[src/rtl/gray_pkg.sv]
// Shared Gray-code helpers and width default for the counter slice.
package gray_pkg;

  localparam int unsigned GRAY_W_DEFAULT = 4;

  // Binary to Gray for a value of width w (w <= 32); bits above w are ignored.
  function automatic logic [31:0] bin2gray(input logic [31:0] b, input int unsigned w);
    logic [31:0] mask;
    logic [31:0] bm;
    mask = (w >= 32) ? '1 : ((32'd1 << w) - 32'd1);
    bm   = b & mask;
    return bm ^ (bm >> 1);
  endfunction

  // Gray to binary for a value of width w (w <= 32); prefix XOR from the MSB down.
  function automatic logic [31:0] gray2bin(input logic [31:0] g, input int unsigned w);
    logic [31:0] mask;
    logic [31:0] gm;
    logic [31:0] r;
    mask = (w >= 32) ? '1 : ((32'd1 << w) - 32'd1);
    gm   = g & mask;
    r    = gm;
    for (int unsigned i = 1; i < 32; i++) begin
      r = r ^ (gm >> i);
    end
    return r;
  endfunction

endpackage

[src/rtl/bin2gray_enc.sv]
// Combinational W-bit binary-to-Gray encoder.
module bin2gray_enc #(
  parameter int unsigned W = 4
) (
  input  logic [W-1:0] b,
  output logic [W-1:0] g
);

  // Each Gray bit is the XOR of adjacent binary bits; the MSB passes through.
  always_comb begin
    g        = '0;
    g[W-1]   = b[W-1];
    for (int unsigned i = 0; i < W - 1; i++) begin
      g[i] = b[i+1] ^ b[i];
    end
  end

endmodule

[src/rtl/bintogray_cnt_s.sv]
// Up/down binary counter with registered Gray output and wrap pulse.
// Optional Gray single-step checker enabled by defining GRAY_CHECK_EN;
// without it gray_err is tied low and the port list is unchanged.
module bintogray_cnt_s
  import gray_pkg::*;
#(
  parameter int unsigned W = GRAY_W_DEFAULT
) (
  input  logic         clk,
  input  logic         rst_n,
  input  logic         en,
  input  logic         up,
  input  logic         load,
  input  logic [W-1:0] load_val,
  output logic [W-1:0] bin,
  output logic [W-1:0] gray,
  output logic         wrap,
  output logic         gray_err
);

  logic [W-1:0] bin_q;
  logic [W-1:0] bin_d;
  logic [W-1:0] gray_q;
  logic [W-1:0] gray_d;
  logic         wrap_q;
  logic         wrap_d;

  // Next count: load beats step beats hold; wrap judged on the pre-step value.
  always_comb begin
    bin_d  = bin_q;
    wrap_d = 1'b0;
    if (load) begin
      bin_d = load_val;
    end else if (en) begin
      if (up) begin
        bin_d  = bin_q + W'(1);
        wrap_d = (bin_q == '1);
      end else begin
        bin_d  = bin_q - W'(1);
        wrap_d = (bin_q == '0);
      end
    end
  end

  // Gray is encoded from the next count so it lands in the same edge as bin.
  bin2gray_enc #(.W(W)) u_enc (
    .b (bin_d),
    .g (gray_d)
  );

  // Counter, Gray and wrap registers.
  always_ff @(posedge clk or negedge rst_n) begin
    if (!rst_n) begin
      bin_q  <= '0;
      gray_q <= '0;
      wrap_q <= 1'b0;
    end else begin
      bin_q  <= bin_d;
      gray_q <= gray_d;
      wrap_q <= wrap_d;
    end
  end

  assign bin  = bin_q;
  assign gray = gray_q;
  assign wrap = wrap_q;

`ifdef GRAY_CHECK_EN
  logic [W-1:0] gray_prev_q;
  logic         chk_vld_q;
  logic         err_q;

  // chk_vld_q marks that the gray_prev->gray transition came from a non-load
  // edge other than the first after reset, so it must be a single-bit step.
  always_ff @(posedge clk or negedge rst_n) begin
    if (!rst_n) begin
      gray_prev_q <= '0;
      chk_vld_q   <= 1'b0;
      err_q       <= 1'b0;
    end else begin
      gray_prev_q <= gray_q;
      chk_vld_q   <= !load;
      if (chk_vld_q && ($countones(gray_q ^ gray_prev_q) > 1)) begin
        err_q <= 1'b1;
      end
    end
  end

  assign gray_err = err_q;
`else
  assign gray_err = 1'b0;
`endif

endmodule

[config.mk]
export PLATFORM = sky130hd
export DESIGN_NAME = bintogray_cnt_s
export DESIGN_NICKNAME = d
export VERILOG_FILES = /design/src/rtl/gray_pkg.sv /design/src/rtl/bin2gray_enc.sv /design/src/rtl/bintogray_cnt_s.sv
export SDC_FILE = /design/constraint.sdc
export NUM_CORES = 1
export LEC_CHECK = 0
export BUFFER_PORTS_ARGS = -buffer_cell sky130_fd_sc_hd__buf_2
export CAP_MARGIN = 20
export CORE_AREA = 2 2 39 41
export DETAILED_ROUTE_END_ITERATION = 10
export DIE_AREA = 0 0 41 43
export HOLD_SLACK_MARGIN = 0.1
export PLACE_DENSITY = 0.65
export REMOVE_ABC_BUFFERS = 1
export SYNTH_ARGS = -nofsm -noshare
export SYNTH_HDL_FRONTEND = slang
export SYNTH_HIERARCHICAL = 1
export SYNTH_SLANG_ARGS = --single-unit
[constraint.sdc]
create_clock -name clk -period 2.8 [get_ports clk]
set_clock_uncertainty 0.05 [all_clocks]
set_input_delay 0.28 -clock clk [delete_from_list [all_inputs] [get_ports clk]]
set_output_delay 0.28 -clock clk [all_outputs]
set_load 0.02 [all_outputs]
======== Word level (Yosys, flattened, before mapping) ========
Index checks and enable logic that the tools add are counted.
storage, ports and cells
  bits in registers ....................... 9
operators by class
  add/sub/neg operators ................... 2
  eq/ne operators ......................... 1
  multiplexer cells ....................... 6
  bitwise operators ....................... 3
  reduce and logical (&&, ||, !) cells .... 1
operators by type and width
  operator                                                             count
  4-bit two-way mux                                                    3
  4-bit by 1-bit adder with 4-bit output (second input constant)       1
  4-bit == test (second input constant)                                1
  4-bit zero test                                                      1
  4-bit by 1-bit subtractor with 4-bit output (second input constant)  1
  1-bit two-way mux                                                    3
  1-bit XOR                                                            3

======== Longest topological paths before layout ========
Gate-level depths: netlist of run 1.
  depth after elaboration ................. 5
  mapped depth ............................ 6
  mapped depth without buffers ............ 6

======== Cells and area by module ========
The synthesis of run 1 kept the hierarchy.
by module, submodules not included
  module           instances  cells an instance  area an instance (um^2)
  bintogray_cnt_s  1          44                 485.5
  bin2gray_enc     1          4                  33.8

======== Least setup slack after synthesis of run 1 ========
Ideal clock, no wire load.
  path type ............................... register -> register
  start point ............................. register bin_q[1], in the netlist bin[1]
  end point ............................... register gray_q[2], in the netlist gray[2]
  library setup time ...................... 0.079 ns
  arrival ................................. 1.532 ns
  setup slack ............................. 1.138 ns
  stages on the path, launching flop included .. 6
  path buffers ............................ 0
  period minus slack after synthesis ...... 1.662 ns
  cells stage by stage .................... dfrtp_1 ha_1 a21o_1 a221o_1 nand3_1 xor2_1
on the way
  word-level cells in the longest chain between the ends .. 5
  elaborated cells between the ends (all ways) .. 6
RTL lines
  what                                                                                                          line                                          RTL
  start: declaration                                                                                            bintogray_cnt_s.sv:21                         logic [W-1:0] bin_q;
  start signal: assignment                                                                                      bintogray_cnt_s.sv:58                         bin_q <= bin_d;
  4-bit by 1-bit subtractor with 4-bit output / 4-bit by 1-bit adder with 4-bit output (equally long branches)  bintogray_cnt_s.sv:39, bintogray_cnt_s.sv:36
  4-bit two-way mux *                                                                                           bintogray_cnt_s.sv:35                         if (up) begin
  4-bit two-way mux *                                                                                           bintogray_cnt_s.sv:34                         end else if (en) begin
  4-bit two-way mux *                                                                                           bintogray_cnt_s.sv:32                         if (load) begin
  net bin_d[3]                                                                                                  bintogray_cnt_s.sv:22                         logic [W-1:0] bin_d;
  1-bit XOR *                                                                                                   bin2gray_enc.sv:14                            g[i] = b[i+1] ^ b[i];
  net gray_d[2]                                                                                                 bintogray_cnt_s.sv:24                         logic [W-1:0] gray_d;
  end signal: assignment                                                                                        bintogray_cnt_s.sv:59                         gray_q <= gray_d;
  end: declaration                                                                                              bintogray_cnt_s.sv:23                         logic [W-1:0] gray_q;
Mark *: on every way through the listed nets, which the timed path passes. The rest lies on a longest branch.

======== Worst setup path in the final report of run 1 ========
  start point ............................. register bin_q[0], in the netlist bin[0]
  end point ............................... register gray_q[2], in the netlist gray[2]
Same word-level chain as after synthesis.

==> impl_metrics.ini, run 1 <==
[pwr]
ir_worst_vdd_uv = 288
p_per_area_mw_per_mm2 = 657
power_leakage_nw = 0.313
finalPower_mw = 0.417

[timing]
drv_slew = 0
rsz0062_at_grt = no
period_needed_ns = 1.70
tns_ns = 0
hold_violations = 0
min_period_over_period_pct = 60.7
whs_ns = 0.257
fmaxAchievable_mhz = 588
setup_slack_ns = 1.10
setup_viol = 0

[yosys]
synth_area_leaders = dfrtp_1 (43%), xor2_1 (6.7%), ha_1 (4.8%), buf_4 (4.3%), fa_1 (3.9%)
synth_top_cell_area_share_pct = 43.4
synth_seq_cells = 9
syn_inst = 48
ys_seq_area_share_pct = 43.4
yosysWarnings = 6
avgSynthCellArea_um2 = 10.8
syn_area_um2 = 519
synthDistinctLibCells = 26
yosysTopAreaCell = dfrtp_1

[clock_network]
cts_root_buf = clkbuf_4
path_clk_slew_ns = 0.06
clk_path_buf_depth = 2
cts_tree = built
numCtsBuffers = 3
cts_max_level = 1
ctsResizeCount = 0
clk_latency_ns = 0.25
numClockSinks = 9
post_cts_buffers = 0

[placement]
post-place-ws_ns = 1.01
postPlaceCellArea_um2 = 598
gp_congestion = 0.692
port_buffers = 17
hpwlAfterDp_um = 701

[detailed_routing]
drt_iter0_drc = 5
vias = 405
wl_per_cell_um = 11.9
drc = 0
drt_wl_total_um = 974
vias_per_cell = 4.94
dr.pass1.iters = 4
drtAntennaViolNets = 0

[worst_setup_path]
worstReg2RegStart = bin[0]
reg2regPathDepth = 5
critical_path_class = reg -> reg
worst_path_max_delay_cell = dfrtp_1
crit_fanout = 7
r2r_setup_slack_ns = 1.10
worst_path_most_repeated_cell = xor2_1
crit_buf_inv = 0
reg2reg_to = gray[2]
crit_path_max_incr_delay_ns = 0.47
cpLargestDelayFamily = flip-flops
end_kind = flip-flop
cp_cell_sequence = fa_1 > xor2_1 > mux2i_1 > o21ai_1 > xor2_1
start_kind = flip-flop
required_ns = 2.93
arrival_ns = 1.83

[floorplan]
dieHeight_um = 43
num_rows = 14
die_w_um = 41
ios = 19
dieArea_mm2 = 0.00176
start_util_pct = 37.5
core-area_mm2 = 0.00138

[global_route]
grt_overflow_total = 0
grt_pass1_vias = 355
grt_max_degree = 14
met1_usage_pct = 15.7
grt_most_used_layer = met2
grtUsageMet3_pct = 6.28
grt_use_total_pct = 12.8
use_met2_pct = 17.8
grt_pass1_wl_um = 1460
antenna_found_initial = 0

[worst_hold_path]
hp-class = in -> reg
worstHoldStart = load_val[0]
hold_depth = 3
hold_path_end = bin[0]

[cells_and_area]
finalInstanceArea_um2 = 634
layout_commonest_cell = buf_2
multi_input_area_um2 = 264
drive_gt1_share_pct = 31.8
final_cell_mix = buf_2 (17), dfrtp_1 (9), xor2_1 (4)
filler_cell_count = 142
register_area_um2 = 225
nets = 79
synthToLayoutAreaGrowth_pct = 22.2
diodes = 0

[flow_run]
cap_violations = 0

[outcome]
status = finished, final reports clean
-- layer usage --
layer,vias up,part of all wire (%)
li1,203,-
met1,190,45
met2,12,50
met3,0,5.3
met4,0,0
met5,-,0
-- power by group --
| group | switching, mW | internal (mW) |
|---|---|---|
| sequential | 0.0200 | 0.156 |
| clock | 0.0432 | 0.0548 |
| combinational | 0.0866 | 0.0560 |
-- worst min-delay path, stage by stage --
cell and delay (ns):
buf_2 0.10, nand2_1 0.05, o21ai_1 0.08
-- state kept, by name (all words and copies together) (netlist names) --
register and cells:
bin 4, gray 4, wrap 1
-- per-stage QoR --
stage	cells	util, %
6_report	82	45.8
5_1_grt	82	45.8
4_1_cts	82	45.8
3_5_place_dp	77	43.2
3_3_place_gp	77	43.2
2_1_floorplan	44	-
-- synth_stat cells, drive strengths merged --
cell / instances
or4b: 1
a21o: 1
conb: 1
fa: 1
o21ai: 3
buf: 3
clkbuf: 1
a21oi: 1
ha: 2
nand3: 2
nor2: 2
nand2: 3
nand3b: 1
a221o: 1
a22oi: 2
o2bb2ai: 1
dfrtp: 9
inv: 1
and4: 1
nor3b: 2
xor2: 4
nor3: 1
xnor2: 1
mux2i: 2
nor4bb: 1
-- layout make-up --
type | count | share of cell area, %
multi-input combinational | 34 | 41.6
sequential | 9 | 35.5
timing repair buffer | 18 | 15.0
clock buffer | 4 | 4.14
tap | 16 | 3.16
inverter | 1 | 0.592
-- cells by family after synthesis --
| kind of cell | count (synthesis) | synth area share (%) |
|---|---|---|
| flops | 9 | 43.4 |
| fa+ha+maj | 3 | 8.67 |
| simple gates | 14 | 17.4 |
| compound gates | 9 | 11.8 |
| other cells | 1 | 0.722 |
| mux | 2 | 3.86 |
| xor+xnor | 5 | 8.43 |
| buf+inv | 5 | 5.78 |
-- timing repair --
| action | CTS | global route |
|---|---|---|
| hold buffers | 1 | 0 |
| endpoints found under the setup margin | 0 | 0 |
| endpoints found under the hold margin | 9 | 0 |
-- worst max-delay path by stage --
stage / from / to / slack (ns) / depth (start not counted)
after floorplan: bin[1] / gray[2] / 1.14 / 5
after global placement: up / gray[2] / 1.01 / 7
after detailed placement: up / gray[2] / 1.01 / 7
after CTS: bin[0] / gray[2] / 1.09 / 5
after global routing: bin[0] / gray[2] / 0.97 / 5
final: bin[0] / gray[2] / 1.10 / 5
No activity file was read; power rests on OpenSTA's default activity.
==> run 2, diff against run 1 <==
clock period = 1.6 ns   (was 2.8 ns; I/O delays follow)
==> impl_metrics.ini, run 2 (synthesized netlist as in run 1, its figures left out) <==
[outcome]
status = finished, final reports clean

[worst_hold_path]
hp-class = in -> reg
hold_depth = 3

[cells_and_area]
finalInstanceArea_um2 = 737
filler_cell_count = 134
synthToLayoutAreaGrowth_pct = 41.9
diodes = 0
register_area_um2 = 226
nets = 88
final_cell_mix = buf_2 (17), dfrtp_1 (8), buf_4 (7)
layout_commonest_cell = buf_2
drive_gt1_share_pct = 46.7
multi_input_area_um2 = 292

[floorplan]
num_rows = 14
die_w_um = 41
ios = 19
dieArea_mm2 = 0.00176
core-area_mm2 = 0.00138
dieHeight_um = 43
start_util_pct = 37.5

[placement]
port_buffers = 17
hpwlAfterDp_um = 818
post-place-ws_ns = -0.0233
gp_congestion = 0.809
postPlaceCellArea_um2 = 658

[pwr]
finalPower_mw = 0.795
ir_worst_vdd_uv = 709
p_per_area_mw_per_mm2 = 1080
power_leakage_nw = 0.363

[clock_network]
clk_path_buf_depth = 2
clk_latency_ns = 0.27
path_clk_slew_ns = 0.06
cts_tree = built
numCtsBuffers = 3
numClockSinks = 9
cts_max_level = 1
cts_root_buf = clkbuf_4

[timing]
setup_slack_ns = 0.0315
drv_slew = 0
setup_viol = 0
min_period_over_period_pct = 98.0
hold_violations = 0
rsz0062_at_grt = yes
fmaxAchievable_mhz = 638
whs_ns = 0.125
period_needed_ns = 1.57
tns_ns = 0

[worst_setup_path]
worstReg2RegStart = bin[1]
crit_fanout = 3
r2r_setup_slack_ns = 0.03
reg2regPathDepth = 5
required_ns = 1.70
arrival_ns = 1.67
crit_path_start = bin[1]
crit_path_end = gray[1]
start_kind = flip-flop
end_kind = flip-flop
reg2reg_to = gray[1]
critical_path_class = reg -> reg

[detailed_routing]
drc = 0
wl_per_cell_um = 12.6
drtAntennaViolNets = 0
vias_per_cell = 4.80
drt_wl_total_um = 1140
vias = 437
dr.pass1.iters = 3
drt_iter0_drc = 4

[global_route]
grt_pass1_wl_um = 1730
grt_max_degree = 13
grt_use_total_pct = 16.2
grt_overflow_total = 0
antenna_found_initial = 0
grt_pass1_vias = 388

[flow_run]
cap_violations = 0
run 2: changes by cell type in the layout (fill, tap and decap cells not counted), moves of 2 or more:
| cell | previous run | this run |
|---|---|---|
| buf_4 | 0 | 7 |
| dlygate4sd3_1 | 1 | 3 |
| o21ai_1 | 3 | 1 |
| o21ai_2 | 0 | 2 |
run 2: layout make-up:
| class | instances | share of cell area, % |
|---|---|---|
| Clock inverter | 1 | 0.679 |
| Timing Repair Buffer | 27 | 22.8 |
| Sequential cell | 9 | 30.7 |
| Tap cell | 16 | 2.72 |
| Clock buffer | 3 | 3.06 |
| Inverter | 1 | 0.509 |
| Multi-Input combinational cell | 34 | 39.6 |
run 2: per-layer routing:
metal  share of wire [%]  up-vias  track usage [%]
met2                  48       15             21.3
met4                 4.0        0             14.0
met5                   0        -                0
met3                 6.5        4             6.28
met1                  41      197             19.6
li1                    -      221                -
run 2: worst min-delay path by stage:
stage                start       to  slack [ns]
4_1_cts        load_val[0]   bin[0]        0.12
6_report       load_val[0]   bin[0]        0.12
3_5_place_dp         rst_n  gray[0]       -0.03
5_1_grt        load_val[0]   bin[0]        0.12
3_3_place_gp         rst_n  gray[1]       -0.04
2_1_floorplan        rst_n   bin[0]       -0.19
run 2: repair_timing:
action / in CTS / in global routing
endpoints found under the hold margin: 9 / 2
setup buffers: 0 / 0
pin swaps: 0 / 3
gates resized for setup: 2 / 4
endpoints found under the setup margin: 2 / 3
hold buffers: 1 / 2
run 2: report_power, final:
part / switching, mW / leakage, nW / internal, mW
clock: 0.0915 / 0.0177 / 0.0927
sequential: 0.0191 / 0.108 / 0.274
combinational: 0.182 / 0.237 / 0.136
run 2: through the flow:
| step | std cells | util, % |
|---|---|---|
| finish | 91 | 53.3 |
| global route | 91 | 53.3 |
| CTS | 90 | 50.8 |
| detailed placement | 85 | 47.6 |
| global placement | 85 | 47.6 |
| floorplan | 44 | - |
run 2: worst max-delay path: stages, from the launching register on:
cell and delay (ns):
dfrtp_2 0.44, fa_2 0.36, xor2_1 0.15, mux2i_1 0.17
o21ai_2 0.11, xor2_1 0.17
==> run 3, diff against run 2 <==
--- a/config.mk
+++ b/config.mk
@@ -6,4 +6,5 @@
 export NUM_CORES = 1
 export LEC_CHECK = 0
+export ABC_AREA = 1
 export BUFFER_PORTS_ARGS = -buffer_cell sky130_fd_sc_hd__buf_2
 export CAP_MARGIN = 20
==> constraint.sdc (replaced) <==
create_clock -name clk -period 1.6 [get_ports clk]
set_clock_uncertainty 0.05 [all_clocks]
set_input_delay 0.32 -clock clk [delete_from_list [all_inputs] [get_ports clk]]
set_output_delay 0.32 -clock clk [all_outputs]
set_load 0.02 [all_outputs]
==> impl_metrics.ini, run 3 <==
[outcome]
status = finished, final reports clean

[yosys]
yosysTopAreaCell = dfrtp_1
synth_top_flop_cell = dfrtp_1
avgSynthCellArea_um2 = 7.38
syn_inst = 70
synth_top_cell_area_share_pct = 43.6
ys_seq_area_share_pct = 43.6
yosys-top-cells-count = nand2_1 (26), dfrtp_1 (9), inv_1 (9), nor2_1 (7), a21oi_1 (5)
syn_area_um2 = 517
synthArstFlopShare_pct = 100
synth_edf_count = 0
synth_seq_cells = 9
yosysMostFrequentCell = nand2_1
synth_area_leaders = dfrtp_1 (44%), nand2_1 (19%), inv_1 (6.5%), nor2_1 (5.1%), a21oi_1 (4.8%)
synthDistinctLibCells = 15
yosysWarnings = 6

[pwr]
power.switching_mw = 0.273
p_int_mw = 0.479
power_frac_comb_pct = 38.6
pwr-share-seq_pct = 36.9
clkPwrFrac_pct = 24.5
ir_worst_vdd_uv = 341
finalPower_mw = 0.751
p_per_area_mw_per_mm2 = 1010
sw_frac_of_total_pct = 36.3
power_leakage_nw = 0.422

[floorplan]
dieHeight_um = 43
start_util_pct = 37.3
dieArea_mm2 = 0.00176
core-area_mm2 = 0.00138
die_w_um = 41
num_rows = 14
ios = 19

[detailed_routing]
drtAntennaViolNets = 0
vias = 553
dr.pass1.iters = 4
drt_iter0_drc = 14
vias_per_cell = 4.81
wl_per_cell_um = 10.6
drc = 0
drt_wl_total_um = 1220

[clock_network]
clk_path_buf_depth = 2
numClockSinks = 9
clk_latency_ns = 0.27
numCtsBuffers = 3
path_clk_slew_ns = 0.06
cts_root_buf = clkbuf_4
cts_tree = built
cts_max_level = 1

[timing]
tns_ns = 0
drv_slew = 0
hold_violations = 0
fmaxAchievable_mhz = 639
period_needed_ns = 1.56
setup_viol = 0
min_period_over_period_pct = 97.8
rsz0062_at_grt = yes

[cells_and_area]
finalInstanceArea_um2 = 746
final_cell_mix = nand2_1 (24), buf_2 (17), inv_1 (9), dfrtp_1 (9), buf_4 (8)
fin_cells = 115
diodes = 0
synthToLayoutAreaGrowth_pct = 44.3
nets = 112
drive_gt1_share_pct = 36.4
final_util_pct = 53.9
layout_commonest_cell = nand2_1

[placement]
hpwlAfterDp_um = 901
gp_congestion = 0.758
port_buffers = 17
postPlaceCellArea_um2 = 667
dp.cells = 109

[global_route]
grt_overflow_total = 0
grt_use_total_pct = 14.8
antenna_found_initial = 0
grt_pass1_wl_um = 1700
grt_pass1_vias = 421
grt_max_degree = 10

[worst_setup_path]
end_kind = flip-flop
arrival_ns = 1.68
crit_fanout = 3
critical_path_class = reg -> reg
r2r_setup_slack_ns = 0.04
start_kind = flip-flop
required_ns = 1.71

[worst_hold_path]
hp-class = in -> reg

[flow_run]
cap_violations = 0
-- run 3: final timing paths --
kind                            endpoint  depth (start not counted)        start
worst min register to register      wrap                          3       bin[3]
max in group asynchronous        gray[0]                          2        rst_n
worst max register to register   gray[1]                          8       bin[0]
worst max-delay path             gray[1]                          8       bin[0]
worst min-delay path             gray[3]                          3  load_val[3]
min in group asynchronous           wrap                          2        rst_n
-- run 3: kinds of logic after synthesis --
kind of cell,synth area share [%]
and+or+nand+nor,28.1
buffers and inverters,9.44
DFF,43.6
AOI/OAI and AO/OA,7.75
adders and majority gates,8.72
xor gates and xnor gates,1.70
other,0.726
-- run 3: final cells by class --
class | count | area, µm²
fill | 144 | 638
multi-input combinational | 50 | 274
sequential | 9 | 225
timing repair buffer | 27 | 166
inverter | 9 | 33.8
clock buffer | 4 | 26.3
tap | 16 | 20.0
-- run 3: what timing repair did --
item                                   in CTS  in global routing
endpoints found under the hold margin       9                  0
setup endpoints to repair                   2                  2
resized for setup                           3                  5
buffers inserted                            0                  1
pin swaps                                   1                  2
hold buffers                                1                  0
-- run 3: stage by stage --
step | hold WS, ns | setup WS (ns)
2_1_floorplan | -0.0256 | -0.101
3_3_place_gp | 0.123 | -0.133
3_5_place_dp | 0.131 | -0.173
4_1_cts | 0.287 | 0.00484
5_1_grt | 0.255 | -0.0649
6_report | 0.260 | 0.0357
-- run 3: worst max-delay path, stage by stage, from the launching register on --
cell	delay, ns
dfrtp_1	0.40
fa_2	0.37
nor2_1	0.14
nor2_1	0.08
a21oi_2	0.11
o21ai_2	0.07
buf_4	0.13
nand2_2	0.05
nand2_1	0.05
-- run 3: per-layer routing --
metal,vias to the layer above,part of all wire (%),track usage [%]
li1,269,-,-
met2,22,56,24.7
met1,259,37,15.4
met3,3,4.4,3.14
met4,0,2.4,10.0
met5,-,0,0
-- run 3: power by group through the flow --
| stage | registers (mW) | logic [mW] | clock network, mW |
|---|---|---|---|
| 5_1_grt | 0.281 | 0.317 | 0.195 |
| 3_3_place_gp | 0.277 | 0.256 | 0 |
| 6_report | 0.277 | 0.290 | 0.184 |
| 4_1_cts | 0.276 | 0.269 | 0.189 |
| 2_1_floorplan | 0.329 | 0.103 | 0 |
| 3_5_place_dp | 0.280 | 0.260 | 0 |
